$ cat config.mk
export PLATFORM = sky130hd
export DESIGN_NAME = operand_fetch_stage
export DESIGN_NICKNAME = d
export VERILOG_FILES = /design/src/rtl/operand_fetch_stage.sv
export SDC_FILE = /design/constraint.sdc
export NUM_CORES = 1
export LEC_CHECK = 0
export BUFFER_PORTS_ARGS = -buffer_cell sky130_fd_sc_hd__buf_2
export CORE_AREA = 2 2 155 157
export CTS_CLUSTER_SIZE = 16
export DETAILED_ROUTE_END_ITERATION = 7
export DIE_AREA = 0 0 157 159
export SLEW_MARGIN = 10
export SYNTH_ARGS = -nofsm -noshare
export SYNTH_HDL_FRONTEND = slang
export SYNTH_SLANG_ARGS = --single-unit
$ cat constraint.sdc
create_clock -name clk -period 2.8 [get_ports clk]
set_input_delay 0.28 -clock clk [delete_from_list [all_inputs] [get_ports clk]]
set_output_delay 0.28 -clock clk [all_outputs]
set_load 0.01 [all_outputs]
$ cat src/rtl/operand_fetch_stage.sv
// Decode / operand-fetch stage: register-file addressing, MEM/WB forwarding,
// load-use and EX hazard stalls, and a registered ID/EX bundle with valid/ready.
module operand_fetch_stage #(
  parameter int unsigned DW  = 32,
  parameter int unsigned SCW = 16
) (
  input  logic           clk,
  input  logic           reset,
  input  logic           in_valid,
  output logic           in_ready,
  input  logic [DW-1:0]  in_instr,
  input  logic [DW-1:0]  in_pc,
  output logic [4:0]     rs,
  output logic [4:0]     rt,
  input  logic [DW-1:0]  ReadData1,
  input  logic [DW-1:0]  ReadData2,
  input  logic           ex_regwrite,
  input  logic [4:0]     ex_rd,
  input  logic           mem_regwrite,
  input  logic           mem_memread,
  input  logic [4:0]     mem_rd,
  input  logic [DW-1:0]  mem_result,
  input  logic           wb_regwrite,
  input  logic [4:0]     wb_rd,
  input  logic [DW-1:0]  wb_result,
  input  logic           flush,
  output logic           out_valid,
  input  logic           out_ready,
  output logic [DW-1:0]  out_pc,
  output logic [DW-1:0]  out_opA,
  output logic [DW-1:0]  out_opB,
  output logic [DW-1:0]  out_imm,
  output logic [4:0]     out_dest,
  output logic [5:0]     out_opcode,
  output logic [5:0]     out_funct,
  output logic [4:0]     out_shamt,
  output logic [SCW-1:0] stall_count
);

  localparam logic [0:0] ST_RUN    = 1'b0;
  localparam logic [0:0] ST_HAZARD = 1'b1;

  logic [0:0]     r_state;
  logic           r_valid;
  logic [DW-1:0]  r_pc, r_opa, r_opb, r_imm;
  logic [4:0]     r_dest, r_shamt;
  logic [5:0]     r_opcode, r_funct;
  logic [SCW-1:0] r_stall_count;

  logic [0:0]     w_state_nxt;
  logic           w_valid_nxt;
  logic [DW-1:0]  w_pc_nxt, w_opa_nxt, w_opb_nxt, w_imm_nxt;
  logic [4:0]     w_dest_nxt, w_shamt_nxt;
  logic [5:0]     w_opcode_nxt, w_funct_nxt;
  logic [SCW-1:0] w_stall_count_nxt;

  logic [5:0]     w_opcode;
  logic           w_uses_rs, w_uses_rt;
  logic [4:0]     w_dest;
  logic [DW-1:0]  w_imm, w_opa, w_opb;
  logic           w_hazard, w_adv, w_accept;

  assign w_opcode = in_instr[31:26];
  assign rs       = in_instr[25:21];
  assign rt       = in_instr[20:16];

  // Operand usage, destination and immediate extension from the opcode.
  always_comb begin
    w_uses_rs = 1'b1;
    w_uses_rt = 1'b0;
    w_dest    = rt;
    w_imm     = {{(DW-16){in_instr[15]}}, in_instr[15:0]};
    case (w_opcode)
      6'h02, 6'h03, 6'h0F: w_uses_rs = 1'b0;
      default:             w_uses_rs = 1'b1;
    endcase
    case (w_opcode)
      6'h00, 6'h04, 6'h05, 6'h28, 6'h2B: w_uses_rt = 1'b1;
      default:                           w_uses_rt = 1'b0;
    endcase
    case (w_opcode)
      6'h00:                             w_dest = in_instr[15:11];
      6'h03:                             w_dest = 5'd31;
      6'h01, 6'h02, 6'h04, 6'h05, 6'h06, 6'h07,
      6'h28, 6'h29, 6'h2B:               w_dest = 5'd0;
      default:                           w_dest = rt;
    endcase
    case (w_opcode)
      6'h0C, 6'h0D, 6'h0E: w_imm = {{(DW-16){1'b0}}, in_instr[15:0]};
      default:             w_imm = {{(DW-16){in_instr[15]}}, in_instr[15:0]};
    endcase
  end

  function automatic logic [DW-1:0] f_fwd(
    input logic [4:0]    src,
    input logic [DW-1:0] rdata,
    input logic          m_we,
    input logic          m_rd_load,
    input logic [4:0]    m_rd,
    input logic [DW-1:0] m_res,
    input logic          w_we,
    input logic [4:0]    w_rd,
    input logic [DW-1:0] w_res
  );
    if (src == 5'd0)                          return '0;
    else if (m_we && !m_rd_load && m_rd == src) return m_res;
    else if (w_we && w_rd == src)             return w_res;
    else                                      return rdata;
  endfunction

  function automatic logic f_hit(
    input logic [4:0] src,
    input logic       used,
    input logic       e_we,
    input logic [4:0] e_rd,
    input logic       m_we,
    input logic       m_rd_load,
    input logic [4:0] m_rd
  );
    return used && (src != 5'd0) &&
           ((e_we && e_rd == src) || (m_we && m_rd_load && m_rd == src));
  endfunction

  assign w_opa = f_fwd(rs, ReadData1, mem_regwrite, mem_memread, mem_rd, mem_result,
                       wb_regwrite, wb_rd, wb_result);
  assign w_opb = f_fwd(rt, ReadData2, mem_regwrite, mem_memread, mem_rd, mem_result,
                       wb_regwrite, wb_rd, wb_result);

  assign w_hazard = in_valid &&
                    (f_hit(rs, w_uses_rs, ex_regwrite, ex_rd, mem_regwrite, mem_memread, mem_rd) ||
                     f_hit(rt, w_uses_rt, ex_regwrite, ex_rd, mem_regwrite, mem_memread, mem_rd));
  assign w_adv    = !r_valid || out_ready;
  assign in_ready = !reset && (flush || (w_adv && !w_hazard));
  assign w_accept = in_valid && in_ready;

  // Next-state: flush wins, then advance (load or bubble), otherwise hold.
  always_comb begin
    w_state_nxt       = r_state;
    w_valid_nxt       = r_valid;
    w_pc_nxt          = r_pc;
    w_opa_nxt         = r_opa;
    w_opb_nxt         = r_opb;
    w_imm_nxt         = r_imm;
    w_dest_nxt        = r_dest;
    w_opcode_nxt      = r_opcode;
    w_funct_nxt       = r_funct;
    w_shamt_nxt       = r_shamt;
    w_stall_count_nxt = r_stall_count;
    if (flush) begin
      w_valid_nxt = 1'b0;
      w_state_nxt = ST_RUN;
    end else if (w_adv) begin
      if (w_accept) begin
        w_valid_nxt  = 1'b1;
        w_pc_nxt     = in_pc;
        w_opa_nxt    = w_opa;
        w_opb_nxt    = w_opb;
        w_imm_nxt    = w_imm;
        w_dest_nxt   = w_dest;
        w_opcode_nxt = w_opcode;
        w_funct_nxt  = in_instr[5:0];
        w_shamt_nxt  = in_instr[10:6];
      end else begin
        w_valid_nxt = 1'b0;
      end
      if (w_hazard) begin
        w_state_nxt = ST_HAZARD;
        if (r_stall_count != {SCW{1'b1}})
          w_stall_count_nxt = r_stall_count + SCW'(1);
      end else begin
        w_state_nxt = ST_RUN;
      end
    end else if (!w_hazard) begin
      w_state_nxt = ST_RUN;
    end
  end

  always_ff @(posedge clk) begin
    if (reset) begin
      r_state       <= ST_RUN;
      r_valid       <= 1'b0;
      r_pc          <= '0;
      r_opa         <= '0;
      r_opb         <= '0;
      r_imm         <= '0;
      r_dest        <= '0;
      r_opcode      <= '0;
      r_funct       <= '0;
      r_shamt       <= '0;
      r_stall_count <= '0;
    end else begin
      r_state       <= w_state_nxt;
      r_valid       <= w_valid_nxt;
      r_pc          <= w_pc_nxt;
      r_opa         <= w_opa_nxt;
      r_opb         <= w_opb_nxt;
      r_imm         <= w_imm_nxt;
      r_dest        <= w_dest_nxt;
      r_opcode      <= w_opcode_nxt;
      r_funct       <= w_funct_nxt;
      r_shamt       <= w_shamt_nxt;
      r_stall_count <= w_stall_count_nxt;
    end
  end

  assign out_valid   = r_valid;
  assign out_pc      = r_pc;
  assign out_opA     = r_opa;
  assign out_opB     = r_opb;
  assign out_imm     = r_imm;
  assign out_dest    = r_dest;
  assign out_opcode  = r_opcode;
  assign out_funct   = r_funct;
  assign out_shamt   = r_shamt;
  assign stall_count = r_stall_count;

endmodule
=== After elaboration in Yosys (flattened, before gate mapping) ===
Cells that the tools add are included.

* Add/sub/neg operators: 1
* Eq/ne operators: 21
* Muxes and demuxes: 11
* Bitwise logic cells: 1
* Reduce and logical (&&, ||, !) cells: 39

{| class="wikitable"
|+ Operators with widths
! cell !! number
|-
| $mux W32 || 7
|-
| $eq A5 B5 Y1 || 6
|-
| $eq A6 B3 Y1 const B || 4
|-
| $eq A6 B4 Y1 const B || 4
|-
| $eq A6 B6 Y1 const B || 3
|-
| $logic_and A1 B1 Y1 || 18
|-
| $add A16 B1 Y16 const B || 1
|-
| $ne A16 B16 Y1 const B || 1
|-
| $pmux W5 S3 || 1
|-
| $eq A6 B2 Y1 const B || 2
|-
| $logic_not A5 Y1 || 2
|-
| $reduce_bool A5 Y1 || 2
|-
| $reduce_or A9 Y1 || 1
|-
| $eq A6 B1 Y1 const B || 1
|-
| $logic_not A6 Y1 || 1
|-
| $reduce_or A3 Y1 || 2
|-
| $logic_or A1 B1 Y1 || 5
|-
| $reduce_or A5 Y1 || 1
|-
| $logic_not A1 Y1 || 4
|-
| $reduce_and A4 Y1 || 1
|-
| $mux W1 || 3
|-
| $reduce_and A3 Y1 || 1
|-
| $reduce_or A2 Y1 || 1
|-
| $not A1 Y1 || 1
|}

* Input bits: 216
* Bits in registers: 167

=== Longest topological paths before layout ===
Gate-level depths: netlist of run 1.

* Depth after elaboration: 13
* Depth in mapped cells: 10
* Depth with buffers taken out: 8

=== Worst setup path before layout of run 1 ===
OpenSTA, ideal clock, no wires.

* Path kind: register -> register
* Start: reg r_stall_count[0] (netlist: stall_count[0])
* End: reg r_stall_count[8] (netlist: stall_count[8])
* Path buffers: 0
* Arrival: 2.149 ns
* Setup time: 0.121 ns
* Period minus slack after synthesis: 2.269 ns
* Setup slack: 0.531 ns
* Required time: 2.679 ns
* Stages on the path, launching flop included: 9
* Path through: dfxtp_1 > ha_1 > nand2_1 > nor2_1 > a41oi_1 > o211ai_1 > nand2_1 > nand4_1 > mux2_2

* Cells in the longest elaborated chain, start to end: 2

{| class="wikitable"
|+ Ends and longest elaborated chain
! element !! line !! source
|-
| start, declared || 48 || <nowiki>logic [SCW-1:0] r_stall_count;</nowiki>
|-
| start signal, assigned || 202 || <nowiki>r_stall_count <= w_stall_count_nxt;</nowiki>
|-
| branches (longest 2 deep; another with $add A16 B1 Y16) || n/a ||
|}

Several ways; the timed one is not identified.
A chain may end at the register's enable or synchronous reset.

=== Final worst setup path of run 1 ===
* Start: reg r_stall_count[6] (netlist: stall_count[6])
* End: reg r_stall_count[8] (netlist: stall_count[8])

Same word-level chain as after synthesis.

==> results.cfg, run 1 <==
[logic_synthesis]
synth_top_cell_area_share = 0.3902
yosys_warnings = 0
yosysSeqAreaShare = 0.3902
synthTopCellsByArea = dfxtp_1, mux2i_1, nand2_1
ys_types = 45
avgSynthCellArea_um2 = 8.184
async_reset_ff_frac = 0
synth_enable_flop_cells = 0
postSynthCellCount = 884
synth-seq-cells = 141
synth_area_mm2 = 0.007234
syn_nets = 1101
yosys.area.top_type = dfxtp_1
ys.flop_type = dfxtp_1

[sta]
finClkSkew_ps = 13.52
max_freq_mhz = 421.5
post-route-period-util = 0.8474
rsz0062_at_grt = no
hold_viol = 0
setup-violations-final = 0
relSlewSlack = 0.5123
slew_viol_final = 0
fin_ws_ps = 427.3
fin_crit_ps = 2373
tns_ps = 0
max_slew.worst_pin.slew_ps = 731.6

[cts]
ctsHtreeMaxLevel = 4
cts.sinks = 141
clk_pin_slew_ps = 70
cts-root-buf = clkbuf_16
cts_tree = done
cts_buffer_depth = 2
cts_buffers = 17
clk_latency_ps = 420
cts_setup_buffers = 0
post_cts_resize_count = 0
cts_hold_buf = 0

[floorplanning]
initial_core_util = 0.3119
num_io_pins = 394
std_cell_rows = 56
die_width_um = 157
chipHeight_um = 159
core_area_mm2 = 0.02319
die_area_mm2 = 0.02496

[setup_path]
rrSetupSlack_ps = 430
ff2ff_path_depth = 7
r2r-end = stall_count[8]$_SDFFE_PP0P_
critPathMaxFanout = 10
slowest_stage = dfxtp_1
cp.depth = 7
cp_top_family = simple AND/OR/NAND/NOR gates
timing.rr.start = stall_count[6]$_SDFFE_PP0P_
crit_buf_inv = 0
cp-start-kind = register
crit_start = stall_count[6]$_SDFFE_PP0P_
cp.required_ps = 3110
endpoint = stall_count[8]$_SDFFE_PP0P_
slowest_delay_ps = 430
critPathCaptureType = register
crit_arrival_ps = 2690
crit_type = register to register
path_cells = nand3_1, nor3_1, a41oi_1, o211ai_1, nand2_1, nand4_1, mux2_2

[detailed_routing]
antenna_left = 0
first_pass_iters = 4
wl_per_cell_um = 16.30
viasPerCell = 4.809
drtIter0Drc = 418
vias = 7488
finalWirelength_mm = 25.37
drc = 0

[cells_and_area]
final_cells = 1557
drive_gt1_frac = 0.3801
nets = 1438
area_growth_pct = 37.36
post-route-util = 0.4285

[pwr]
power_density_mw_per_mm2 = 512.8
swShare = 0.2797
power_frac_seq = 0.416
p_comb_frac = 0.144
intPower_mw = 3.670
totalPowerFinal_mw = 5.096
vdd_drop_max_v = 0.0002953
switchingPower_mw = 1.425
pwr-share-clk = 0.440
leakage_nw = 4.522

[placement]
io_buffers = 393
dpl.hpwl_mm = 19.52
placed_cells = 1521
routabilityCongestion = 0.9293
dp_slack_ps = 262.4

[global_routing]
grt_pass1_wl_mm = 38.61
grt_antenna_before_repair = 6
grt_max_degree = 70
grt_pass1_vias = 7058
grt_use_total = 0.1967
grt_overflow = 0

[worst_hold_path]
min_path_type = input port to register
hp-start = flush

[run_status]
status = completed

[job]
maxCapViolCount = 0
==> kinds of logic after synthesis <==
family	share of synthesized area
compound gates	0.1954
buf+inv	0.07852
mux	0.09633
xor+xnor	0.04358
flops	0.3902
simple gates	0.1942
fa+ha+maj	0.001729
==> registers in the layout, summed over array words and instances, names as in the netlist <==
signal,cells
out_opB,32
out_valid,1
out_pc,32
out_imm,17
out_opA,32
out_dest,5
out_opcode,6
stall_count,16
==> stage by stage <==
| stage | hold WS [ps] | area [um^2] |
|---|---|---|
| final | 73.75 | 9937 |
| after global routing | 69.80 | 9935 |
| after CTS | 51.27 | 9927 |
| after detailed placement | 444.1 | 9351 |
| after global placement | 437.9 | 9351 |
| after floorplan | 359.3 | 7234 |
==> worst register-to-register path, cell delays in order (launching register included) <==
cell and delay (ps):
dfxtp_1 430, nand3_1 160, nor3_1 270, a41oi_1 220
o211ai_1 290, nand2_1 350, nand4_1 210, mux2_2 340
==> Yosys cell counts, types with 9 or more instances <==
library cell / instances
nand2_1: 157
dfxtp_1: 141
a21oi_1: 96
mux2i_1: 64
nor2_1: 63
o21ai_0: 37
buf_4: 36
clkbuf_1: 33
a22o_1: 32
nand3b_1: 32
o31ai_1: 32
buf_2: 31
xnor2_1: 20
xor2_1: 16
nand3_1: 13
nor2b_1: 9
==> how the worst min path moves through the flow <==
stage,end,slack [ps],depth (start not counted)
after global placement,out_pc[25]$_SDFFE_PP0P_,440,2
after global routing,out_valid$_SDFFE_PP0N_,70,2
after floorplan,out_valid$_SDFFE_PP0N_,360,1
final,out_valid$_SDFFE_PP0N_,70,2
after CTS,out_valid$_SDFFE_PP0N_,50,2
after detailed placement,out_pc[23]$_SDFFE_PP0P_,440,2
==> power groups by stage <==
stage	Clock (mW)	Sequential (mW)	Combinational, mW
after global routing	2.40	2.13	0.810
after detailed placement	0	2.16	0.742
after CTS	2.30	2.12	0.743
after global placement	0	2.16	0.739
final	2.24	2.12	0.733
after floorplan	0	2.20	0.342
==> final cells by class <==
type                    count  area [um^2]
fillers                  2422        13260
multi-input cells         638         3879
flip-flops and latches    141         2823
repair buffers            418         2232
clock buffers              17        425.4
well taps                 319        399.1
clock inverters            15        150.1
inverters                   5        18.77
diodes                      4        10.01
==> layer usage <==
layer  vias to the layer above  routed length (um)  GRT usage
li1                       3740                   -          -
met1                      3423               10270     0.2272
met2                       302               12670     0.3509
met3                        21                2005    0.05743
met4                         2                 410    0.05379
met5                         -                  12          0
==> layout by cell type, fill, tap and decap left out, drive strengths merged, types with 7 or more instances in the layout <==
master  Yosys  layout
clkbuf     33      17
nor2       63      63
o31ai      32      32
nand3b     32      32
a22o       32      32
nor3        7       7
nor2b       9       9
nand2     157     157
mux2i      64      64
xnor2      20      20
inv         5      15
o21ai      37      37
buf        67     418
dfxtp     141     141
xor2       16      16
nand3      13      13
a21oi      97      97
Note: power is estimated with default switching activity, not from simulation.
==> run 2, diff against run 1 <==
Clock period 2.8 ns to 2.3 ns, I/O delays scaled along.
==> run 2 against run 1 <==
Sequential share of layout area is 1.2 points lower. Setup slack worse by 320 ps. Clock-buffer cell count stayed put. Clock skew is 3.1 ps lower. Cell count is 2.5% higher. Critical endpoint is now in_ready. Largest power group unchanged. Highest routed layer is now met4.
==> results.cfg, run 2 (synthesized netlist as in run 1, its figures left out) <==
[setup_path]
rrSetupSlack_ps = 150
slowest_delay_ps = 330
crit_buf_inv = 3
slowest_stage = nor4_2
critPathCaptureType = output pin
crit_path_frequent_cell = buf_2
cp-start-kind = input port
path_cells = buf_2, xor2_1, nor4_2, buf_4, and3_1, nor2_1, o22a_2, o21bai_1, a21oi_1, buf_2
crit_arrival_ps = 1960
ff2ff_path_depth = 7
cp_top_family = simple AND/OR/NAND/NOR gates
r2r-end = stall_count[5]$_SDFFE_PP0P_
cp.required_ps = 2070
cp.depth = 10
timing.rr.start = out_valid$_SDFFE_PP0N_
critPathMaxFanout = 4
crit_type = input port to output pin

[sta]
hold_viol = 0
slew_viol_final = 0
max_freq_mhz = 456.6
tns_ps = 0
max_slew.worst_pin.slew_ps = 586.5
fin_crit_ps = 2190
relSlewSlack = 0.6090
finClkSkew_ps = 10.47
post-route-period-util = 0.9522
rsz0062_at_grt = yes
setup-violations-final = 0
fin_ws_ps = 110.0

[floorplanning]
chipHeight_um = 159
die_area_mm2 = 0.02496
num_io_pins = 394
core_area_mm2 = 0.02319
die_width_um = 157
std_cell_rows = 56
initial_core_util = 0.3119

[cells_and_area]
final_common_cell = buf_2
nets = 1480
final_area_mm2 = 0.01036
final_cells = 1596
most-common-layout-cells = buf_2, nand2_1, dfxtp_1, a21oi_1, mux2i_1
area_growth_pct = 43.22
fillers = 2389
drive_gt1_frac = 0.4052

[cts]
cts_hold_buf = 0
cts-root-buf = clkbuf_16
cts.sinks = 141
cts_tree = done
clk_latency_ps = 420
cts_buffer_depth = 2
clk_pin_slew_ps = 70
cts_buffers = 17
ctsHtreeMaxLevel = 4

[worst_hold_path]
min_path_type = input port to register
hp-start = in_pc[3]
hold_depth = 3
hold_end = out_pc[3]$_SDFFE_PP0P_

[detailed_routing]
first_pass_iters = 5
drc = 0
antenna_left = 0
drtIter0Drc = 412
vias = 7720
viasPerCell = 4.837
wl_per_cell_um = 16.58
finalWirelength_mm = 26.46

[placement]
dpl.hpwl_mm = 20.37
dpl_cell_area_mm2 = 0.009722
io_buffers = 393
dp_slack_ps = -120.5
routabilityCongestion = 0.8997
placed_cells = 1562

[job]
maxCapViolCount = 0

[global_routing]
grt_max_degree = 57
grt_antenna_before_repair = 1
grt_pass1_vias = 7313
grt_overflow = 0
grt_use_total = 0.2037
grt_pass1_wl_mm = 39.59

[pwr]
leakage_nw = 4.764
vdd_drop_max_v = 0.0003599
power_density_mw_per_mm2 = 616.9

[run_status]
status = completed
run 2: cell count changes in the layout (fill, tap and decap cells not counted), moves of 2 or more:
cell     before  now
diode_2       4    1
nor3_2        0    2
nor4_2        0    2
buf_12        6   11
nor4_1        4    2
nor3_1        7    5
buf_4        20   57
run 2: worst reg2reg max path, cell delays in order (launching register included):
cell	delay, ps
dfxtp_1	300
nor2b_1	130
or3_1	350
a41oi_2	230
o211ai_1	240
and2_1	250
nor3_1	190
mux2_2	350
run 2: area by class of cell:
class	count	area, um^2	area share
Antenna cell	1	2.502	0.0002415
Multi-Input combinational cell	638	3910	0.3774
Sequential cell	141	2823	0.2724
Clock inverter	15	172.7	0.01666
Inverter	5	18.77	0.001811
Tap cell	319	399.1	0.03852
Clock buffer	17	425.4	0.04106
Timing Repair Buffer	460	2610	0.2519
run 2: timing repair:
item,in CTS,in global routing
pin swaps,1,1
gates resized for setup,1,5
endpoints found under the setup margin,3,8
buffers inserted,1,0
gates cloned,0,0
run 2: worst max path at each step:
stage / to / from / slack (ps)
after floorplan: stall_count[8]$_SDFFE_PP0P_ / stall_count[0]$_SDFFE_PP0P_ / 30
after global placement: stall_count[5]$_SDFFE_PP0P_ / in_instr[19] / -90
after detailed placement: stall_count[5]$_SDFFE_PP0P_ / in_instr[24] / -120
after CTS: in_ready / in_instr[24] / 10
after global routing: in_ready / in_instr[24] / -8
final: in_ready / in_instr[24] / 110
run 2: power by group:
| part | internal [mW] | total (mW) | switching (mW) |
|---|---|---|---|
| Sequential | 2.53 | 2.58 | 0.0470 |
| Clock | 1.64 | 2.86 | 1.22 |
| Combinational | 0.438 | 0.951 | 0.513 |
| Total | 4.61 | 6.39 | 1.78 |
run 2: through the flow:
stage	total power, mW	utilization	hold slack, ps
floorplan	3.090	-	309.3
global placement	3.579	0.4192	438.8
detailed placement	3.585	0.4192	444.7
CTS	6.468	0.4456	19.31
global route	6.662	0.4468	32.55
finish	6.392	0.4468	41.37
run 2: metal layers:
metal / vias up / track usage / wire (um)
met4: 0 / 0.08465 / 869
met5: - / 0 / 0
met1: 3536 / 0.2413 / 10980
met2: 318 / 0.3567 / 13010
li1: 3826 / - / -
met3: 40 / 0.04001 / 1603
